File: src/rtl/lut_sweeper_pkg.sv
// lut_sweeper_pkg: shared FSM encoding and table sizing for the LUT sweeper
package lut_sweeper_pkg;
  typedef enum logic [1:0] {IDLE = 2'd0, SWEEP = 2'd1, DONE = 2'd2} state_t;
  function automatic int rows(input int n);
    return 1 << n;
  endfunction
endpackage

File: src/rtl/lut_sweeper_eval.sv
// lut_eval: combinational truth-table lookup
module lut_eval
  import lut_sweeper_pkg::*;
#(
  parameter int N_IN = 3
) (
  input  logic [rows(N_IN)-1:0] lut,
  input  logic [N_IN-1:0]       idx,
  output logic                  q
);
  assign q = lut[idx];
endmodule

File: src/rtl/lut_sweeper.sv
// lut_sweeper: sweeps every input vector through a loadable truth table, counting ones
module lut_sweeper
  import lut_sweeper_pkg::*;
#(
  parameter int                     N_IN      = 3,
  parameter logic [(1<<N_IN)-1:0]   RESET_LUT = 8'hE2
) (
  input  logic                  clk,
  input  logic                  reset,
  input  logic                  lut_load,
  input  logic [rows(N_IN)-1:0] lut_data,
  input  logic                  start,
  input  logic                  abort,
  output logic [N_IN-1:0]       in_vec,
  output logic                  out_bit,
  output logic                  out_valid,
  output logic                  busy,
  output logic                  done,
  output logic [N_IN:0]         ones_count
);
  localparam int CW = N_IN + 1;
  state_t state, state_n;
  logic [rows(N_IN)-1:0] lut;
  logic [N_IN-1:0] nxt_idx;
  logic nxt_bit, idle, go, last;
  // The row register doubles as the sweep index; lookup runs on the row about to be presented.
  lut_eval #(.N_IN(N_IN)) u_eval (.lut(lut), .idx(nxt_idx), .q(nxt_bit));
  always_comb begin
    idle    = state != SWEEP;
    go      = idle && start && !lut_load;
    last    = &in_vec;
    nxt_idx = idle ? '0 : in_vec + 1'b1;
    state_n = go ? SWEEP :
              (!idle && abort) ? IDLE :
              (!idle && last) ? DONE : state;
  end
  always_ff @(posedge clk) begin
    if (reset) begin
      state      <= IDLE;
      lut        <= RESET_LUT;
      in_vec     <= '0;
      out_bit    <= 1'b0;
      out_valid  <= 1'b0;
      ones_count <= '0;
    end else begin
      state     <= state_n;
      out_valid <= state_n == SWEEP;
      if (idle && lut_load) lut <= lut_data;
      if (state_n == SWEEP) begin
        in_vec     <= nxt_idx;
        out_bit    <= nxt_bit;
        ones_count <= (go ? '0 : ones_count) + CW'(nxt_bit);
      end
    end
  end
  assign busy = state == SWEEP;
  assign done = state == DONE;
endmodule

File: config.mk
export PLATFORM = sky130hd
export DESIGN_NAME = lut_sweeper
export DESIGN_NICKNAME = d
export VERILOG_FILES = /design/src/rtl/lut_sweeper_pkg.sv /design/src/rtl/lut_sweeper_eval.sv /design/src/rtl/lut_sweeper.sv
export SDC_FILE = /design/constraint.sdc
export NUM_CORES = 1
export LEC_CHECK = 0
export ABC_CLOCK_PERIOD_IN_PS = 5400
export CORE_MARGIN = 2
export CORE_UTILIZATION = 41
export DETAILED_ROUTE_END_ITERATION = 7
export GPL_TIMING_DRIVEN = 0
export PLACE_DENSITY = 0.66
export SETUP_SLACK_MARGIN = 0.02
export SKIP_CTS_REPAIR_TIMING = 1
export SLEW_MARGIN = 10
export SYNTH_ARGS = -nofsm -noshare
export SYNTH_HDL_FRONTEND = slang
export SYNTH_HIERARCHICAL = 1
export SYNTH_SLANG_ARGS = --single-unit
File: constraint.sdc
create_clock -name clk -period 5.4 [get_ports clk]
set_clock_uncertainty 0.05 [all_clocks]
set_input_delay 0.81 -clock clk [delete_from_list [all_inputs] [get_ports clk]]
set_output_delay 0.81 -clock clk [all_outputs]
set_load 0.01 [all_outputs]
# --- After elaboration in Yosys (flattened, before gate mapping) ---
# Index checks and enable logic that the tools add are counted.
totals:
  reg_bits: 19
  output_inout_bits: 11
  elab_cells: 28
op_classes:
  n_addsub: 2
  magnitude_cmp: 1
  n_eq_ne: 4
  muxes: 7
  n_reduce_logical: 8
op_table:
  columns: ["op", "n"]
  rows:
  - ["$mux W2", 3]
  - ["$logic_and A1 B1 Y1", 5]
  - ["$add A4 B1 Y4", 1]
  - ["$eq A2 B1 Y1 const B", 2]
  - ["$lt A3 B4 Y1 const B", 1]
  - ["$mux W4", 1]
  - ["$add A3 B1 Y3 const B", 1]
  - ["$bmux W1 S3", 1]
  - ["$mux W3", 1]
  - ["$reduce_and A3 Y1", 1]
  - ["$eq A2 B2 Y1 const B", 1]
  - ["$logic_not A1 Y1", 2]
  - ["$ne A2 B1 Y1 const B", 1]
  - ["$mux W1", 1]

# --- Longest topological paths before layout ---
# Gate-level depths: netlist of run 1.
logic_depth:
  ltp_word: 7
  mapped_depth: 11
  mapped_depth_nobuf: 10

# --- By module ---
# The synthesis of run 1 kept the hierarchy.
by_module_without_submodules:
  columns: ["mod", "instances", "cells_each", "area_each_um2"]
  rows:
  - ["lut_sweeper", 1, 99, 890.9]
  - ["lut_eval", 1, 3, 63.8]

# --- Worst setup path before layout of run 1 ---
# No wires, ideal clock.
synth_path:
  kind: "flip-flop to flip-flop"
  startpoint: "register state[1]"
  endpoint: "register ones_count[2]"
  setup_time_ns: 0.074
  arrival_ns: 2.363
  required_ns: 5.276
  slack_ns: 2.913
  path_stages_with_launch: 12
  path_buffers: 1
  period_less_slack_ns: 2.487
  path_cell_list: "dfxtp_1 > nand2b_1 > inv_1 > clkbuf_1 > and2_1 > mux4_1 > mux2_2 > ha_1 > ha_1 > inv_1 > o221ai_1 > a31oi_1"
synth_via:
  word_cells_on_any_way: 15
  classes_between: "add/sub: 1; eq/ne: 2; mux: 7; reduce/logical: 5"
synth_lines:
  columns: ["item", "line_no", "source"]
  rows:
  - ["start: declaration", "lut_sweeper.sv:22", "state_t state, state_n;"]
  - ["start signal: assignment", "lut_sweeper.sv:46", "state <= state_n;"]
  - ["$ne A2 B1 Y1", "lut_sweeper.sv:29", "idle = state != SWEEP;"]
  - ["$mux W3", "lut_sweeper.sv:32", "nxt_idx = idle ? '0 : in_vec + 1'b1;"]
  - ["named net nxt_idx[2]", "lut_sweeper.sv:24", "logic [N_IN-1:0] nxt_idx;"]
  - ["$bmux W1 S3", "lut_sweeper_eval.sv:11", "assign q = lut[idx];"]
  - ["$mux W1 (implied by the code)", "lut_sweeper_eval.sv:11", null]
  - ["named net nxt_bit", "lut_sweeper.sv:25", "logic nxt_bit, idle, go, last;"]
  - ["$add A4 B1 Y4", "lut_sweeper.sv:52", "ones_count <= (go ? '0 : ones_count) + CW'(nxt_bit);"]
  - ["end signal: assignment", "lut_sweeper.sv:52", null]
  - ["end: declaration", "lut_sweeper.sv:19", "output logic [N_IN:0] ones_count"]
# The timed path passes the listed nets, and every way through them passes these cells. The select of a mux whose other input is x is not followed.
# A chain may end at the register's enable or synchronous reset.

# --- Worst setup path after layout of run 1 ---
layout_path:
  startpoint: "register state[1]"
  endpoint: "output port busy"
layout_via:
  elab_chain_cells: 1
layout_lines:
  columns: ["item", "line_no", "source"]
  rows:
  - ["$eq A2 B1 Y1", "lut_sweeper.sv:56", "assign busy = state == SWEEP;"]
  - ["end: declaration", "lut_sweeper.sv:17", "output logic busy,"]
# Every way passes these cells.

==> results of run 1 <==
[logic make-up (layout without fill, tap and decap cells)]
kind of cell / after synthesis / count (layout) / synth area share [%]
flops: 19 / 19 / 39.8
buf+inv: 9 / 36 / 3.67
simple gates: 39 / 39 / 24.2
compound gates: 24 / 24 / 16.0
mux: 7 / 7 / 11.0
fa+ha+maj: 4 / 4 / 5.24
[worst max-delay path, stage by stage, from the launching register on]
cell and delay [ns]:
dfxtp_1 0.36, nand2b_1 0.24, inv_1 0.18, clkbuf_1 0.33, clkdlybuf4s50_1 0.61
[power groups by stage]
| stage | logic [µW] | registers, µW | clock network [µW] |
|---|---|---|---|
| after floorplan | 26.1 | 153 | 0 |
| after global placement | 45.7 | 154 | 0 |
| after detailed placement | 46.3 | 154 | 0 |
| after CTS | 46.5 | 150 | 74.9 |
| after global routing | 51.7 | 151 | 79.8 |
| final | 46.3 | 150 | 71.7 |
[sequential cells by signal, summed over array words and instances, names as in the netlist]
name / cells
lut: 8
ones_count: 4
in_vec: 3
state: 2
out_bit: 1
out_valid: 1
[worst paths after layout]
kind / to / slack, ns / cells past startpoint / from
worst max register to register: ones_count[2] / 2.60 / 11 / state[1]
worst min register to register: lut[3] / 0.43 / 2 / lut[3]
worst min-delay path: lut[3] / 0.43 / 2 / lut[3]
worst max-delay path: busy / 2.52 / 4 / state[1]
[area by class of cell]
class	count	area, µm²
timing repair buffer	23	230
tap	28	35.0
clock buffer	3	22.5
buffer	5	20.0
inverter	4	15.0
fill	227	965
multi-input combinational	74	539
clock inverter	1	5.00
sequential	19	380
[synth_stat cells, types with 2 or more instances]
cell type and number:
and3_1 4, inv_1 4, ha_1 4, a211o_1 4, nor2b_1 4, mux2_2 2, nand3_1 7, o21ai_0 4
nand2b_1 10, dfxtp_1 19, clkbuf_1 4, mux4_1 2, a21oi_1 9, o211ai_1 3, and2_1 2, mux2i_1 3
nor2_1 7
[metrics by stage]
stage	instance area (µm²)	setup slack, ns
6_report	1250	2.52
5_1_grt	1250	2.40
4_1_cts	1250	2.52
3_5_place_dp	1220	2.60
3_3_place_gp	1220	2.66
2_1_floorplan	955	2.91
[routing by layer]
layer	part of all wire (%)	vias to the layer above	global-route usage, %
li1	-	428	-
met1	47	383	21.0
met2	49	15	28.3
met3	3.5	2	2.57
met4	0.82	0	8.97
met5	0	-	0
[layout by cell type, fill, tap and decap left out, drive strengths merged]
master | Yosys | layout
o211ai | 3 | 3
nor2b | 4 | 4
clkbuf | 4 | 7
nand4 | 1 | 1
nor4b | 1 | 1
a32oi | 1 | 1
ha | 4 | 4
o22ai | 1 | 1
mux2i | 3 | 3
nand2b | 10 | 10
or3 | 1 | 1
or4b | 1 | 1
nand2 | 1 | 1
o221ai | 1 | 1
and2 | 2 | 2
nand3 | 7 | 7
clkdlybuf4s50 | 0 | 23
and3 | 4 | 4
dfxtp | 19 | 19
mux2 | 2 | 2
clkinv | 0 | 1
mux4 | 2 | 2
nor2 | 7 | 7
a31oi | 1 | 1
a211o | 4 | 4
o21ai | 4 | 4
buf | 1 | 1
a21oi | 9 | 9
inv | 4 | 4
==> flow_summary_export.csv, run 1 <==
group,metric,value,unit
sta,setup_viol,0,
routing,viasPerCell,5.27,
cells_and_area,antenna_cells,0,
setup_path,crit_type,"reg2out",
logic_synthesis,ys_seq_area_share,39.8,%
pwr,power_density,215,mW/mm²
logic_synthesis,synth.distinct_cells,27,
sta,slew_viol_final,0,
logic_synthesis,ys_seq_elements,19,
clock_network,tritoncts,"yes",
floorplan,rows,17,
pwr,clkPwrFrac,26.7,%
pwr,power_frac_comb,17.3,%
sta,post-route-period-util,53.3,%
sta,slew_headroom,65.8,%
sta,setup_tns,0,ns
logic_synthesis,yosys_warnings,6,
clock_network,cts_inserted_buffers,3,
sta,hold_ws,0.431,ns
logic_synthesis,synth.top_cell.area_share,39.8,%
logic_synthesis,syn_nets,119,
floorplan,dieArea,0.00273,mm²
clock_network,clkSinkCount,19,
place,portBuffers,23,
routing,routed-via-count,828,
clock_network,clk_path_buf_depth,2,
cells_and_area,finalCoreUtilization,56.4,%
job,drv_cap,0,
logic_synthesis,yosysTopAreaCell,"dfxtp_1",
clock_network,htree_levels,1,
pwr,intPower,199,µW
pwr,p_total,268,µW
global_route,track_usage,16.9,%
logic_synthesis,synth_ff_type,"dfxtp_1",
logic_synthesis,ys_async_sr_fraction,0,%
pwr,switching_power,69.1,µW
clock_network,clk_pin_slew,0.10,ns
routing,wl_per_cell,12.4,µm
setup_path,critPathRequiredTime,4.54,ns
setup_path,start_kind,"flip-flop",
pwr,p_seq_share,56.0,%
global_route,antenna_found_initial,0,
routing,final_antenna_net_count,0,
sta,hold_violations,0,
floorplan,coreArea,0.00221,mm²
clock_network,cts_root_buf,"clkbuf_4",
floorplan,die_x,52.3,µm
setup_path,crit_arrival,2.02,ns
sta,rsz0062_at_grt,"no",
global_route,grt_pass1_vias,787,
cells_and_area,drive_gt1_share,6.98,%
place,dp.cells,153,
global_route,grt_pass1_wl,3370,µm
floorplan,die_h,52.3,µm
logic_synthesis,synth_area_leaders,"dfxtp_1 (40%), nand2b_1 (6.6%), mux4_1 (5.5%), ha_1 (5.2%), a21oi_1 (4.7%)",
hold_path,hp-class,"reg2reg",
cells_and_area,fin_cells,157,
logic_synthesis,synth_edf_count,0,
routing,drt_wl_total,1940,µm
pwr,swShare,25.7,%
cells_and_area,nets,147,
place,dp_hpwl,1500,µm
place,place.gp.congestion,0.743,
pwr,power_leakage,0.000508,µW
setup_path,worstPathMaxFanout,10,
logic_synthesis,mappedNetlistArea,955,µm²
clock_network,clkLatencyLatePin,0.29,ns
setup_path,cp-end-kind,"output pin",
floorplan,start_util,43.2,%
routing,first_pass_iters,4,
sta,fin_crit,2.88,ns
logic_synthesis,synthCells,102,
floorplan,io_pins,24,
routing,drc,0,
outcome,status,"completed",
pwr,vdd.ir_drop.worst,162,µV
sta,timing.fmax,348,MHz
logic_synthesis,syn_avg_cell_area,9.36,µm²
cells_and_area,area_growth,30.7,%
global_route,overflow,0,
global_route,grt_max_degree,12,
sta,tightest_slew,0.513,ns
routing,first_iter_violations,9,
(Power assumes the default switching activity.)
==> run 2: changes to the inputs <==
ABC_CLOCK_PERIOD_IN_PS = 2700   (was 5400)
clock period = 2.7 ns   (was 5.4 ns; I/O delays follow)
==> flow_summary_export.csv, run 2 (synthesized netlist as in run 1, its figures left out) <==
group,metric,value,unit
sta,tightest_slew,0.514,ns
hold_path,hp-class,"reg2reg",
routing,drc,0,
cells_and_area,final_cell_mix,"clkdlybuf4s50_1 (23), dfxtp_1 (17), nand2b_1 (9), a21oi_1 (9), nand3_1 (7)",
floorplan,rows,17,
sta,slew_viol_final,0,
place,portBuffers,23,
global_route,grt_pass1_vias,787,
sta,slew_headroom,65.8,%
global_route,track_usage,16.9,%
pwr,power_leakage,0.000513,µW
cells_and_area,top_regs,"lut (8), ones_count (4), in_vec (3)",
sta,timing.fmax,394,MHz
setup_path,crit_type,"reg2reg",
clock_network,clkSinkCount,19,
setup_path,critPathRequiredTime,2.88,ns
setup_path,cp-end-kind,"flip-flop",
cells_and_area,area_growth,33.2,%
pwr,power_density,425,mW/mm²
floorplan,die_h,52.3,µm
place,pre_cts_ws,-0.0937,ns
cells_and_area,finalCoreUtilization,57.5,%
clock_network,cts_inserted_buffers,3,
routing,first_iter_violations,16,
routing,top_layer_used,"met4",
routing,wl_per_cell,12.5,µm
pwr,vdd.ir_drop.worst,322,µV
cells_and_area,finish.instance_area,0.00127,mm²
cells_and_area,layout_commonest_cell,"clkdlybuf4s50_1",
routing,final_antenna_net_count,0,
outcome,status,"completed",
clock_network,tritoncts,"yes",
global_route,grt_max_degree,12,
pwr,switching_power,139,µW
routing,route.met3.wl,73,µm
sta,hold_ws,0.431,ns
floorplan,die_x,52.3,µm
cells_and_area,top_register,"lut",
routing,drt_wl_total,1970,µm
global_route,overflow,0,
routing,m1WireLength,920,µm
global_route,grt_pass1_wl,3370,µm
setup_path,start_kind,"flip-flop",
pwr,clkPwrFrac,26.4,%
routing,first_pass_iters,4,
pwr,intPower,402,µW
sta,setup_tns,0,ns
clock_network,clkLatencyLatePin,0.30,ns
pwr,swShare,25.7,%
routing,dr_wl_met2,955,µm
cells_and_area,multi_input_area,554,µm²
floorplan,dieArea,0.00273,mm²
pwr,power_frac_comb,17.8,%
sta,setup_slack,0.161,ns
cells_and_area,largest_reg_flops,8,
place,dp_hpwl,1500,µm
place,place.gp.congestion,0.743,
clock_network,cts_root_buf,"clkbuf_4",
cells_and_area,antenna_cells,0,
routing,viasPerCell,5.33,
clock_network,clk_path_buf_depth,2,
floorplan,start_util,43.2,%
cells_and_area,drive_gt1_share,11.6,%
routing,routed-via-count,837,
setup_path,worstPathMaxFanout,10,
setup_path,crit_arrival,2.72,ns
place,placed_cell_area,0.00122,mm²
pwr,p_seq_share,55.8,%
sta,rsz0062_at_grt,"no",
cells_and_area,seqCellArea,383,µm²
clock_network,clk_pin_slew,0.11,ns
cells_and_area,nets,147,
floorplan,io_pins,24,
floorplan,coreArea,0.00221,mm²
cells_and_area,fillers,221,
global_route,antenna_found_initial,0,
sta,hold_violations,0,
job,drv_cap,0,
sta,post-route-period-util,94.0,%
sta,fin_crit,2.54,ns
clock_network,htree_levels,1,
sta,setup_viol,0,
## run 2: routing by layer
layer / vias to the layer above / GRT usage (%)
li1: 428 / -
met1: 388 / 21.0
met2: 19 / 28.3
met3: 2 / 2.57
met4: 0 / 8.97
met5: - / 0
## run 2: final timing paths
kind                                from            end  slack (ns)  cells past startpoint
worst min register to register    lut[3]         lut[3]        0.43                      2
worst max register to register  state[1]  ones_count[2]        0.16                     10
worst max-delay path            state[1]  ones_count[2]        0.16                     10
worst min-delay path              lut[3]         lut[3]        0.43                      2
## run 2: area by class of cell
cell class              instances  area share [%]
plain buffers                   5            2.07
flip-flops and latches         19            30.1
clock inverters                 1           0.394
well taps                      28            2.76
repair buffers                 23            18.1
inverters                       4            1.18
clock buffers                   3            1.77
multi-input cells              74            43.6
## run 2: power by group through the flow
stage	Combinational (µW)	Clock [µW]	Sequential [µW]
final	96.3	143	302
after floorplan	52.2	0	307
after CTS	92.9	150	301
after detailed placement	92.7	0	307
after global routing	107	160	304
after global placement	91.4	0	307
## run 2: stage by stage
stage                     power, µW  instances
after floorplan                 359        102
after detailed placement        400        153
after CTS                       544        157
final                           541        157
after global placement          398        153
after global routing            571        157
## run 2: worst max-delay path, cell delays in order, from the launching register on
cell and delay (ns):
dfxtp_2 0.36, nand2b_4 0.17, buf_4 0.19, nor2_4 0.11, mux4_1 0.54, mux2_2 0.31, ha_1 0.22, ha_1 0.20
inv_1 0.07, o221ai_1 0.10, a31oi_1 0.15
==> run 3: changes to the inputs <==
CTS_CLUSTER_SIZE = 30   (was not set)
==> results of run 3 <==
Final layout, timing and power as in run 2 (identical DEF).
